### config.mk
export PLATFORM = sky130hd
export DESIGN_NAME = x_ram_noread
export DESIGN_NICKNAME = d
export VERILOG_FILES = /design/src/rtl/x_ram_noread.sv
export SDC_FILE = /design/constraint.sdc
export NUM_CORES = 1
export LEC_CHECK = 0
export ABC_CLOCK_PERIOD_IN_PS = 7000
export CORE_MARGIN = 2
export CORE_UTILIZATION = 45
export CTS_BUF_LIST = sky130_fd_sc_hd__clkbuf_16
export DETAILED_ROUTE_END_ITERATION = 8
export PLACE_DENSITY_LB_ADDON = 0.08
export SLEW_MARGIN = 0
export SYNTH_ARGS = -nofsm -noshare
export SYNTH_HDL_FRONTEND = slang
export SYNTH_SLANG_ARGS = --single-unit
### constraint.sdc
create_clock -name clk -period 7 [get_ports clk]
set_input_delay 1.4 -clock clk [delete_from_list [all_inputs] [get_ports clk]]
set_output_delay 1.4 -clock clk [all_outputs]
set_load 0.005 [all_outputs]
### src/rtl/x_ram_noread.sv
// x_ram_noread
// Horizontal-position engine for the four scrolling pipes of the Flappy game.
// Holds the left/right X edges of pipes 0-3, scrolls them one pixel left every
// MOVE_DIV clocks while the game runs, recycles a pipe to the far right once
// its left edge has reached 0, and counts recycled pipes as the score.
//
// Ports:
//   clk          system clock, all logic on the rising edge
//   reset        synchronous active-high reset, highest priority
//   Start        level, leaves INITIAL for COUNT
//   Ack          level, leaves STOP for INITIAL
//   out_pipe     index of the most recently recycled pipe
//   Score        number of recycled pipes, saturates at SCORE_MAX
//   X_Edge_Ox_L  left edge of pipe x
//   X_Edge_Ox_R  right edge of pipe x (left edge + PIPE_W)
//   Q_Initial, Q_Count, Q_Stop  one-hot registered state flags
module x_ram_noread #(
  parameter int PIPE_W    = 60,
  parameter int SPACING   = 160,
  parameter int MOVE_DIV  = 1,
  parameter int SCORE_MAX = 15
) (
  input  logic       clk,
  input  logic       reset,
  input  logic       Start,
  input  logic       Ack,
  output logic [1:0] out_pipe,
  output logic [3:0] Score,
  output logic [9:0] X_Edge_OO_L,
  output logic [9:0] X_Edge_O1_L,
  output logic [9:0] X_Edge_O2_L,
  output logic [9:0] X_Edge_O3_L,
  output logic [9:0] X_Edge_OO_R,
  output logic [9:0] X_Edge_O1_R,
  output logic [9:0] X_Edge_O2_R,
  output logic [9:0] X_Edge_O3_R,
  output logic       Q_Initial,
  output logic       Q_Count,
  output logic       Q_Stop
);

  localparam int               DIV_W     = (MOVE_DIV > 1) ? $clog2(MOVE_DIV) : 1;
  localparam logic [DIV_W-1:0] DIV_LAST  = DIV_W'(MOVE_DIV - 1);
  localparam logic [9:0]       WRAP_L    = 10'(4 * SPACING);
  localparam logic [9:0]       PIPE_W_10 = 10'(PIPE_W);
  localparam logic [3:0]       SCORE_TOP = 4'(SCORE_MAX);

  // One-hot encoding so the state register bits double as the Q_* flags.
  typedef enum logic [2:0] {
    S_INITIAL = 3'b001,
    S_COUNT   = 3'b010,
    S_STOP    = 3'b100
  } state_t;

  state_t           state;
  logic [9:0]       l_edge [4];
  logic [9:0]       l_step [4];
  logic [DIV_W-1:0] div_cnt;
  logic             any_wrap;
  logic [1:0]       wrap_idx;
  logic [3:0]       score_step;
  logic             move_step;

  function automatic logic [9:0] init_l(input int idx);
    return 10'((idx + 1) * SPACING);
  endfunction

  // Candidate positions for the next move step. A pipe sitting at 0 is
  // recycled to the far right; with equal spacing at most one pipe does so
  // per step, so a single score increment and index capture suffice.
  always_comb begin
    any_wrap = 1'b0;
    wrap_idx = out_pipe;
    for (int i = 0; i < 4; i++) begin
      if (l_edge[i] == 10'd0) begin
        l_step[i] = WRAP_L;
        any_wrap  = 1'b1;
        wrap_idx  = 2'(i);
      end else begin
        l_step[i] = l_edge[i] - 10'd1;
      end
    end
    score_step = (any_wrap && (Score < SCORE_TOP)) ? Score + 4'd1 : Score;
  end

  assign move_step = (div_cnt == DIV_LAST);

  always_ff @(posedge clk) begin
    if (reset) begin
      state    <= S_INITIAL;
      div_cnt  <= '0;
      Score    <= '0;
      out_pipe <= '0;
      for (int i = 0; i < 4; i++) l_edge[i] <= init_l(i);
    end else begin
      case (state)
        // Positions are reloaded every cycle so leaving STOP restores them.
        S_INITIAL: begin
          div_cnt  <= '0;
          Score    <= '0;
          out_pipe <= '0;
          for (int i = 0; i < 4; i++) l_edge[i] <= init_l(i);
          if (Start) state <= S_COUNT;
        end
        S_COUNT: begin
          if (move_step) begin
            div_cnt  <= '0;
            Score    <= score_step;
            out_pipe <= wrap_idx;
            for (int i = 0; i < 4; i++) l_edge[i] <= l_step[i];
            if (score_step == SCORE_TOP) state <= S_STOP;
          end else begin
            div_cnt <= div_cnt + 1'b1;
          end
        end
        S_STOP: begin
          if (Ack) state <= S_INITIAL;
        end
        default: state <= S_INITIAL;
      endcase
    end
  end

  assign X_Edge_OO_L = l_edge[0];
  assign X_Edge_O1_L = l_edge[1];
  assign X_Edge_O2_L = l_edge[2];
  assign X_Edge_O3_L = l_edge[3];

  // Cannot overflow: 4*SPACING + PIPE_W is bounded to fit 10 bits.
  assign X_Edge_OO_R = l_edge[0] + PIPE_W_10;
  assign X_Edge_O1_R = l_edge[1] + PIPE_W_10;
  assign X_Edge_O2_R = l_edge[2] + PIPE_W_10;
  assign X_Edge_O3_R = l_edge[3] + PIPE_W_10;

  assign Q_Initial = state[0];
  assign Q_Count   = state[1];
  assign Q_Stop    = state[2];

endmodule

==> flow_summary.yaml <==
sta:
  fmax_mhz: 274
  setup_viol: 0
  skew_ps: 7.23
  min_period_ps: 3650
  drv_slew: 0
  worstMarginPinSlew_ps: 1030
  relSlewSlack_pct: 30.8
  timing.final.ws_setup_ps: 3350
  fin_crit_sh_pct: 52.2
  timing.final.hold_violations: 0
  grt_setup_unrepaired: "no"
  setup_tns_ps: 0
  finalHoldWorstSlack_ps: 528
clock_network:
  cts_hold_buf: 0
  clock_latency_ps: 290
  htree_levels: 2
  clk_path_buf_depth: 2
  clock-root-buffer: "clkbuf_16"
  clk_pin_slew_ps: 60
  cts_setup_buffers: 0
  cts_made_buffers: 5
  cts_sinks: 49
  cts_tree: "built"
  cts_resized: 0
synth:
  ys_seq_area_share_pct: 39.1
  ys.flop_type: "edfxtp_1"
  ys_ff_latch: 49
  synth_edf_count: 30
  synth_adder_area_share_pct: 6.10
  yosysWarnings: 0
  synthMuxAreaShare_pct: 0.649
  async_flop_share_pct: 0
  yosysUniqueCellTypes: 52
  synth_top_family_by_area: "simple AND/OR/NAND/NOR gates"
  synth_area_um2: 3280
  synth_simple_gate_area_share_pct: 24.4
  synth_compound_area_share_pct: 10.2
  syn-num-nets: 397
  syn_avg_cell_area_um2: 8.70
  syn_inst: 377
  synth-xor-area-share_pct: 11.8
detailed_routing:
  dr_total_vias: 2923
  drt.antenna.violating_nets: 0
  drc_errors: 0
  wl_um: 7570
  wl_per_cell_um: 13.8
  via_per_inst: 5.31
  firstDrtPassIters: 4
  drt_iter0_drc: 127
power:
  p_leak_nw: 1.62
  p_switching_mw: 0.198
  swShare_pct: 26.5
  clkPwrFrac_pct: 31.0
  power.density_nw_per_um2: 173
  power.total_mw: 0.747
  p_int_mw: 0.549
  combinationalPowerShare_pct: 23.3
  seq_power_share_pct: 45.7
  vdd_drop_max_uv: 105
placement:
  io_buffers: 92
  place_ws_ps: 3580
  hpwl_um: 5560
  gp_congestion: 0.831
worst_setup_path:
  crit_slowest_cell: "clkdlybuf4s50_1"
  cp_data_required_time_ps: 5600
  worstSetupPathType: "reg2out"
  crit_path_max_incr_delay_ps: 510
  path_max_fanout: 5
  endpoint_kind: "primary output"
  cp-start-kind: "flip-flop"
  worstPathCellList: "inv_1 > ha_1 > nor3b_1 > nor2_1 > xor2_1 > clkdlybuf4s50_1"
  crit_arrival_ps: 2250
floorplanning:
  boundaryPins: 93
  dieArea_um2: 7990
  chipWidth_um: 89.4
  die_h_um: 89.4
  placementRows: 31
  fp.coreArea_um2: 7140
  initial_core_util_pct: 46.0
finish:
  fin_util_pct: 60.3
  synthToLayoutAreaGrowth_pct: 31.3
  diodes: 0
  drive_gt1_share_pct: 3.10
  final_nets: 470
outcome:
  status: "complete, no violations"
grt:
  grt_pass1_vias: 2624
  grt_usage_pct: 19.0
  grt_pass1_wl_um: 12100
  antenna_found_initial: 0
  grt_max_degree: 16
  grt_overflow: 0
hold_path:
  hold_class: "reg2reg"
run:
  max-cap-violations: 0
==> per-layer routing <==
layer	wire, um	GRT usage, %	part of all wire [%]	vias up
li1	-	-	-	1447
met1	3480	25.9	46	1371
met2	3660	30.8	48	97
met3	341	3.88	4.5	8
met4	85	5.16	1.1	0
met5	0	0	0	-
==> cell usage in the layout, fill, tap and decap left out, drive strengths merged, types with 2 or more instances in the layout <==
master	n
clkdlybuf4s50	92
a21o	2
nand3	19
o22ai	2
nor2b	2
nand2b	11
inv	25
nor3b	2
a31oi	3
ha	16
a211o	2
or4	4
nor3	20
xnor2	23
nor4	5
a32o	2
nand4	9
clkbuf	5
edfxtp	30
nor2	43
o31ai	2
nand2	44
o21ai	13
a41oi	2
a21oi	14
dfxtp	19
xor2	21
a2111oi	2
==> Yosys cell counts, types with 9 or more instances <==
master / n / area [um^2]
nand2_1: 44 / 165
nor2_1: 43 / 161
edfxtp_1: 30 / 901
inv_1: 24 / 90.1
xnor2_1: 23 / 201
xor2_1: 21 / 184
dfxtp_1: 19 / 380
nand3_1: 19 / 95.1
nor3_1: 19 / 95.1
ha_1: 16 / 200
a21oi_1: 14 / 70.1
o21ai_0: 13 / 65.1
nand2b_1: 11 / 68.8
buf_4: 9 / 67.6
==> state kept, by name, indices dropped and copies added, names as in the netlist <==
name,flops
out_pipe,2
Score,4
l_edge,40
state,3
==> final timing paths <==
path	depth (start not counted)	end	slack, ps	start
setup / recovery	6	X_Edge_O3_R[8]	3350	l_edge[3][2]$_SDFFCE_PP0P_
hold reg to reg	2	out_pipe[0]$_SDFFE_PP0P_	530	out_pipe[0]$_SDFFE_PP0P_
hold / removal	2	out_pipe[0]$_SDFFE_PP0P_	530	out_pipe[0]$_SDFFE_PP0P_
setup reg to reg	8	state[1]$_SDFFE_PP0P_	4200	l_edge[1][2]$_SDFFCE_PP0P_
==> per-stage QoR <==
step,instances,area [um^2]
after floorplan,377,3280
after global placement,542,4170
after detailed placement,542,4170
after CTS,550,4310
after global routing,550,4310
final,550,4310
==> power groups by stage <==
stage	registers [mW]	clock network (mW)	logic [mW]
4_1_cts	0.342	0.236	0.177
6_report	0.342	0.231	0.174
3_3_place_gp	0.348	0	0.173
3_5_place_dp	0.348	0	0.175
5_1_grt	0.344	0.246	0.196
2_1_floorplan	0.340	0	0.0977
==> logic make-up (layout without fill, tap and decap cells) <==
family | Yosys count | after routing
xor+xnor | 44 | 44
compound gates | 51 | 51
mux | 2 | 2
flops | 49 | 49
buf+inv | 51 | 125
simple gates | 164 | 164
fa+ha+maj | 16 | 16
==> cell type report <==
| type | count | area, um^2 |
|---|---|---|
| clock buffers | 5 | 125 |
| clock inverters | 3 | 15.0 |
| multi-input cells | 277 | 1740 |
| flip-flops and latches | 49 | 1280 |
| repair buffers | 93 | 928 |
| inverters | 24 | 90.1 |
| fillers | 707 | 2830 |
| well taps | 99 | 124 |
==> worst max-delay path: cells and delay by family (launching register included) <==
| kind | cells | cell delay [ps] |
|---|---|---|
| fa+ha+maj | 1 | 240 |
| simple gates | 2 | 500 |
| buf+inv | 2 | 650 |
| flops | 1 | 450 |
| xor+xnor | 1 | 130 |
(Power assumes the default switching activity.)
